--- config.mk ---
export PLATFORM = sky130hd
export DESIGN_NAME = div_control
export DESIGN_NICKNAME = d
export VERILOG_FILES = /design/src/rtl/div_control.sv
export SDC_FILE = /design/constraint.sdc
export NUM_CORES = 1
export LEC_CHECK = 0
export ABC_AREA = 1
export BUFFER_PORTS_ARGS = -buffer_cell sky130_fd_sc_hd__clkbuf_2
export CORE_MARGIN = 1
export CORE_UTILIZATION = 60
export CTS_CLUSTER_SIZE = 16
export DETAILED_ROUTE_END_ITERATION = 10
export PLACE_DENSITY_LB_ADDON = 0.05
export SYNTH_ARGS = -nofsm -noshare
export SYNTH_HDL_FRONTEND = slang
export SYNTH_SLANG_ARGS = --single-unit
--- constraint.sdc ---
create_clock -name clock -period 8.9 [get_ports clock]
set_input_delay 1.78 -clock clock [delete_from_list [all_inputs] [get_ports clock]]
set_output_delay 1.78 -clock clock [all_outputs]
set_load 0.01 [all_outputs]
--- src/rtl/div_control.sv ---
// Iterative signed restoring divider: one quotient bit per clock, then a sign fix-up cycle.
// Define DIV_REMAINDER_EN to add the signed remainder output.
module div_control #(
  parameter int WIDTH = 32,
  parameter int CNT_W = 6
) (
  input  logic             clock,
  input  logic             reset,
  input  logic             start,
  input  logic [WIDTH-1:0] dividend,
  input  logic [WIDTH-1:0] divisor,
  output logic [WIDTH-1:0] quotient,
  output logic             exception,
  output logic             ready,
`ifdef DIV_REMAINDER_EN
  output logic [WIDTH-1:0] remainder,
`endif
  output logic             busy
);

  localparam logic [1:0] IDLE = 2'd0;
  localparam logic [1:0] RUN  = 2'd1;
  localparam logic [1:0] FIX  = 2'd2;
  localparam logic [1:0] DONE = 2'd3;

  localparam logic [CNT_W-1:0] LAST_ITER = CNT_W'(WIDTH - 1);

  logic [1:0]       state;
  logic [CNT_W-1:0] count;
  logic [WIDTH-1:0] q_reg;
  logic [WIDTH-1:0] dvs_reg;
  logic [WIDTH-1:0] rem_reg;
  logic             sign_q;
  logic             div0;
`ifdef DIV_REMAINDER_EN
  logic             sign_r;
`endif

  // Magnitudes read as unsigned, so |-2^(WIDTH-1)| = 2^(WIDTH-1) without overflow.
  logic [WIDTH-1:0] dvd_mag;
  logic [WIDTH-1:0] dvs_mag;
  logic [WIDTH:0]   shifted;
  logic [WIDTH:0]   trial;

  always_comb begin
    dvd_mag = dividend[WIDTH-1] ? (~dividend + 1'b1) : dividend;
    dvs_mag = divisor[WIDTH-1]  ? (~divisor + 1'b1)  : divisor;
    shifted = {rem_reg, q_reg[WIDTH-1]};
    trial   = shifted - {1'b0, dvs_reg};
  end

  always_ff @(posedge clock or posedge reset) begin
    if (reset) begin
      state     <= IDLE;
      count     <= '0;
      q_reg     <= '0;
      dvs_reg   <= '0;
      rem_reg   <= '0;
      sign_q    <= 1'b0;
      div0      <= 1'b0;
      quotient  <= '0;
      exception <= 1'b0;
      ready     <= 1'b0;
      busy      <= 1'b0;
`ifdef DIV_REMAINDER_EN
      sign_r    <= 1'b0;
      remainder <= '0;
`endif
    end else begin
      ready <= 1'b0;
      if (start) begin
        // A new start always wins, aborting any operation still in flight.
        state   <= RUN;
        count   <= '0;
        q_reg   <= dvd_mag;
        dvs_reg <= dvs_mag;
        rem_reg <= '0;
        sign_q  <= dividend[WIDTH-1] ^ divisor[WIDTH-1];
        div0    <= (divisor == '0);
        busy    <= 1'b1;
`ifdef DIV_REMAINDER_EN
        sign_r  <= dividend[WIDTH-1];
`endif
      end else begin
        case (state)
          RUN: begin
            rem_reg <= trial[WIDTH] ? shifted[WIDTH-1:0] : trial[WIDTH-1:0];
            q_reg   <= {q_reg[WIDTH-2:0], ~trial[WIDTH]};
            count   <= count + 1'b1;
            if (count == LAST_ITER) begin
              state <= FIX;
            end
          end
          FIX: begin
            quotient  <= div0 ? '0 : (sign_q ? (~q_reg + 1'b1) : q_reg);
            exception <= div0;
`ifdef DIV_REMAINDER_EN
            remainder <= div0 ? '0 : (sign_r ? (~rem_reg + 1'b1) : rem_reg);
`endif
            ready     <= 1'b1;
            busy      <= 1'b0;
            state     <= DONE;
          end
          DONE:    state <= IDLE;
          default: state <= IDLE;
        endcase
      end
    end
  end

endmodule
* Word level (Yosys, flattened, before mapping)
Index checks and enable logic that the tools add are counted.
Word-level totals: logic and storage cells 48, input bits 67, register bits 141, output and inout bits 35
Cells by class: multiplexer cells 18, $add $sub $neg 5, reductions and logical operators 4, bitwise logic cells 6, equal/unequal tests 4
Operators by type and width (number):
- $mux W32 | 9
- $add A32 B1 Y32 const B | 3
- $not A32 Y32 | 3
- $sub A33 B32 Y33 | 1
- $logic_not A32 Y1 | 1
- $mux W6 | 2
- $add A6 B1 Y6 const B | 1
- $eq A6 B5 Y1 const B | 1
- $mux W1 | 4
- $mux W2 | 2
- $pmux W2 S2 | 1
- $reduce_bool A2 Y1 | 2
- $ne A3 B3 Y1 const B | 1
- $eq A2 B1 Y1 const B | 1
- $eq A2 B2 Y1 const B | 1
- $not A1 Y1 | 2
- $reduce_and A2 Y1 | 1
- $xor A1 B1 Y1 | 1

* Depth between registers and ports, before layout
word-level depth 4, gate-level depth with buffers 19, mapped depth without buffers 18

* Worst setup path after synthesis
No wires, ideal clock.
path kind in2reg, start in dividend[1], end reg q_reg[28], stages on the path 11, slack 5.697 ns, data arrival time 3.085 ns, library setup time 0.118 ns, cells stage by stage inv_1 > ha_1 > nand3_1 > nor3_1 > nand3_1 > nor2_4 > nand3_1 > nand2_1 > nand3b_1 > nand3_1 > nand2_1
Between the ends: word-level cells in the longest chain between the ends 4
Ends and longest elaborated chain:
- start, declared | RTL line 10 | input logic [WIDTH-1:0] dividend,
- $not A32 Y32 | RTL line 46 | dvd_mag = dividend[WIDTH-1] ? (~dividend + 1'b1) : dividend;
- $add A32 B1 Y32 | RTL line 46
- $mux W32 | RTL line 46
- $mux W32 | RTL line 71 | if (start) begin
- end signal, assigned | RTL line 75 | q_reg <= dvd_mag;
- end signal, assigned | RTL line 88 | q_reg <= {q_reg[WIDTH-2:0], ~trial[WIDTH]};
- end, declared | RTL line 30 | logic [WIDTH-1:0] q_reg;
Every way passes these cells. A chain may end at the register's enable or synchronous reset.

* Worst setup path after layout
start in start, end reg quotient[17]
Between the ends: word-level cells in the longest chain between the ends 2
Ends and longest elaborated chain:
- start, declared | RTL line 9 | input logic start,
- $not A1 Y1 (no source line)
- $reduce_and A2 Y1 (no source line)
- end signal, assigned | RTL line 95 | quotient <= div0 ? '0 : (sign_q ? (~q_reg + 1'b1) : q_reg);
- end, declared | RTL line 12 | output logic [WIDTH-1:0] quotient,
Every way passes these cells.

==> qor.yml <==
synth_edf_count: 0
gp_congestion: 0.991
status: "completed"
grt_pass1_wl_mm: 49.5
async_flop_share_pct: 100
drtAntennaViolNets: 0
tightest_slew_ps: 925
io_pins: 102
power_density_mw_per_mm2: 246
synth_fp_nets: 1837
path_max_fanout: 62
antenna_found_initial: 1
switchingPower_mw: 1.35
crit_chain: "clkbuf_2 -> buf_4 -> inv_2 -> nand2_1 -> buf_4 -> nor2_1 -> buf_4 -> clkinv_1 -> a21oi_1 -> o21ai_0 -> nand2_1"
fp-row-count: 48
ctsResizeCount: 0
crit_required_ps: 9280
netlist_instances: 1731
fill_cells: 1588
layout.nets: 1914
power_mw: 2.98
cpMostUsedCell: "buf_4"
ctsHoldBuffers: 0
final_util_pct: 69.1
dieArea_sq_mm: 0.0187
finalSetupViolCount: 0
synth_ff_type: "dfrtp_1"
grt_max_degree: 88
max-slew-margin-rel_pct: 38.3
layout_min_cycle_time_ps: 4080
clk_latency_ps: 440
fin_crit_sh_pct: 45.8
synth_seq_cells: 141
yosysTopAreaCellShare_pct: 32.4
finalSetupTns_ps: 0
path_clk_slew_ps: 70
core-area_sq_mm: 0.0175
drive_above_1_share_pct: 9.17
yosys-top-cells-count: "nand2_1 (588), inv_1 (293), nand3_1 (166), dfrtp_1 (141), nor2_1 (133)"
grt_pass1_vias: 9587
combinationalPowerShare_pct: 43.9
first_pass_iters: 6
post_cts_buffers: 0
numClockSinks: 141
routed_wl_mm: 31.6
hpwl_mm: 23.8
areaGrowthSynthToFinish_pct: 11.1
die_width_um: 137
cts_made_buffers: 17
crit_type: "input port to flop"
rsz0062_at_grt: "no"
viasPerCell: 5.52
power.switching_fraction_pct: 45.2
die_height_um: 137
critical_path.endpoint_type: "flop"
drt_iter0_markers: 1084
vias: 11291
ir_worst_vdd_uv: 174
p_int_mw: 1.63
fmaxAchievable_mhz: 245
worstHoldPathType: "flop to flop"
cts_root_buf: "clkbuf_16"
worst_ep_arrival_time_ps: 4450
cp_slowest_cell: "inv_2"
slowest_delay_ps: 690
yosysSeqAreaShare_pct: 32.4
hold_viol_final: 0
synth_area_leaders: "dfrtp_1 (32%), nand2_1 (20%), inv_1 (10%), nand3_1 (7.6%), nor2_1 (4.6%)"
startpoint_type: "input port"
yosysUniqueCellTypes: 46
yosysWarningCount: 0
slew_violations: 0
power.leakage_nw: 6.85
h-tree-depth: 4
finClkSkew_ps: 10.8
cap_violations: 0
port_buffers: 101
synth_area_sq_mm: 0.0109
synth_top_area_cell: "dfrtp_1"
p_seq_share_pct: 32.2
yosysMostFrequentCell: "nand2_1"
clockPowerShare_pct: 23.9
grt_overflow: 0
start_util_pct: 62.2
clock_path_buffers: 2
cts_tree: "yes"
wl_per_cell_um: 15.4
drc_errors: 0
r2r_slack_ps: 5530
grtUsageTotal_pct: 34.9
syn_area_per_cell_sq_um: 6.30
-- cell type report --
type	count	area, sq um	area share, %
inverters	298	1120	9.28
diodes	1	2.50	0.0207
multi-input cells	1242	6040	49.8
repair buffers	108	558	4.61
well taps	225	282	2.32
flip-flops and latches	141	3530	29.1
clock inverters	15	155	1.28
clock buffers	17	425	3.51
-- layer usage --
| layer | up-vias | wire length (um) | track usage (%) |
|---|---|---|---|
| li1 | 5619 | - | - |
| met4 | 0 | 474 | 8.97 |
| met2 | 501 | 12700 | 48.6 |
| met5 | - | 0 | 2.22 |
| met1 | 5135 | 15100 | 53.2 |
| met3 | 36 | 3300 | 8.07 |
-- cells in the final DEF (no fill, tap or decap), types with 10 or more instances in the layout --
cell type,count
a21oi_1,53
clkbuf_16,17
clkbuf_2,101
dfrtp_1,141
ha_1,38
inv_1,292
nand2_1,588
nand3_1,166
nand4_1,23
nor2_1,131
nor3_1,14
o21ai_0,86
o21bai_1,10
o221ai_1,15
o22ai_1,13
xnor2_1,18
xor2_1,18
-- logic make-up (layout without fill, tap and decap cells) --
family                     Yosys count  in the layout  share of synthesized area, %
and+or+nand+nor                    959            959                          36.7
buffers and inverters              348            438                          12.4
AOI/OAI and AO/OA                  208            208                          11.1
DFF                                141            141                          32.4
adders and majority gates           39             39                          4.54
xor gates and xnor gates            36             36                          2.89
other                                0              1                             0
-- through the flow --
stage	hold slack [ps]	cells	area (sq um)	setup WS, ps
final	483	2047	12100	4820
after global routing	506	2047	12100	4540
after CTS	486	2046	12100	4910
after detailed placement	468	2014	11500	4470
after global placement	466	2014	11500	4530
after floorplan	449	1731	10900	3340
-- power groups by stage --
stage	clock [mW]	sequential [mW]	combinational (mW)
2_1_floorplan	0	0.952	0.918
3_5_place_dp	0	0.962	1.28
6_report	0.711	0.960	1.31
3_3_place_gp	0	0.957	1.26
5_1_grt	0.742	0.976	1.47
4_1_cts	0.717	0.954	1.28
-- final timing paths --
check	startpoint	end	depth (start not counted)
worst max-delay path	start	quotient[17]$_DFFE_PP0P_	11
worst min-delay path	quotient[25]$_DFFE_PP0P_	quotient[25]$_DFFE_PP0P_	2
worst max register to register	q_reg[31]$_DFFE_PP0P_	rem_reg[27]$_DFFE_PP0P_	17
worst min register to register	quotient[25]$_DFFE_PP0P_	quotient[25]$_DFFE_PP0P_	2
max in group asynchronous	reset	rem_reg[27]$_DFFE_PP0P_	3
min in group asynchronous	reset	rem_reg[2]$_DFFE_PP0P_	2
-- worst max-delay path: cells and delay by family --
kind	cells	cell delay, ps
buffers and inverters	6	1940
AO/OA/AOI/OAI	2	310
AND/OR/NAND/NOR	3	380
No activity file was read; power rests on OpenSTA's default activity.
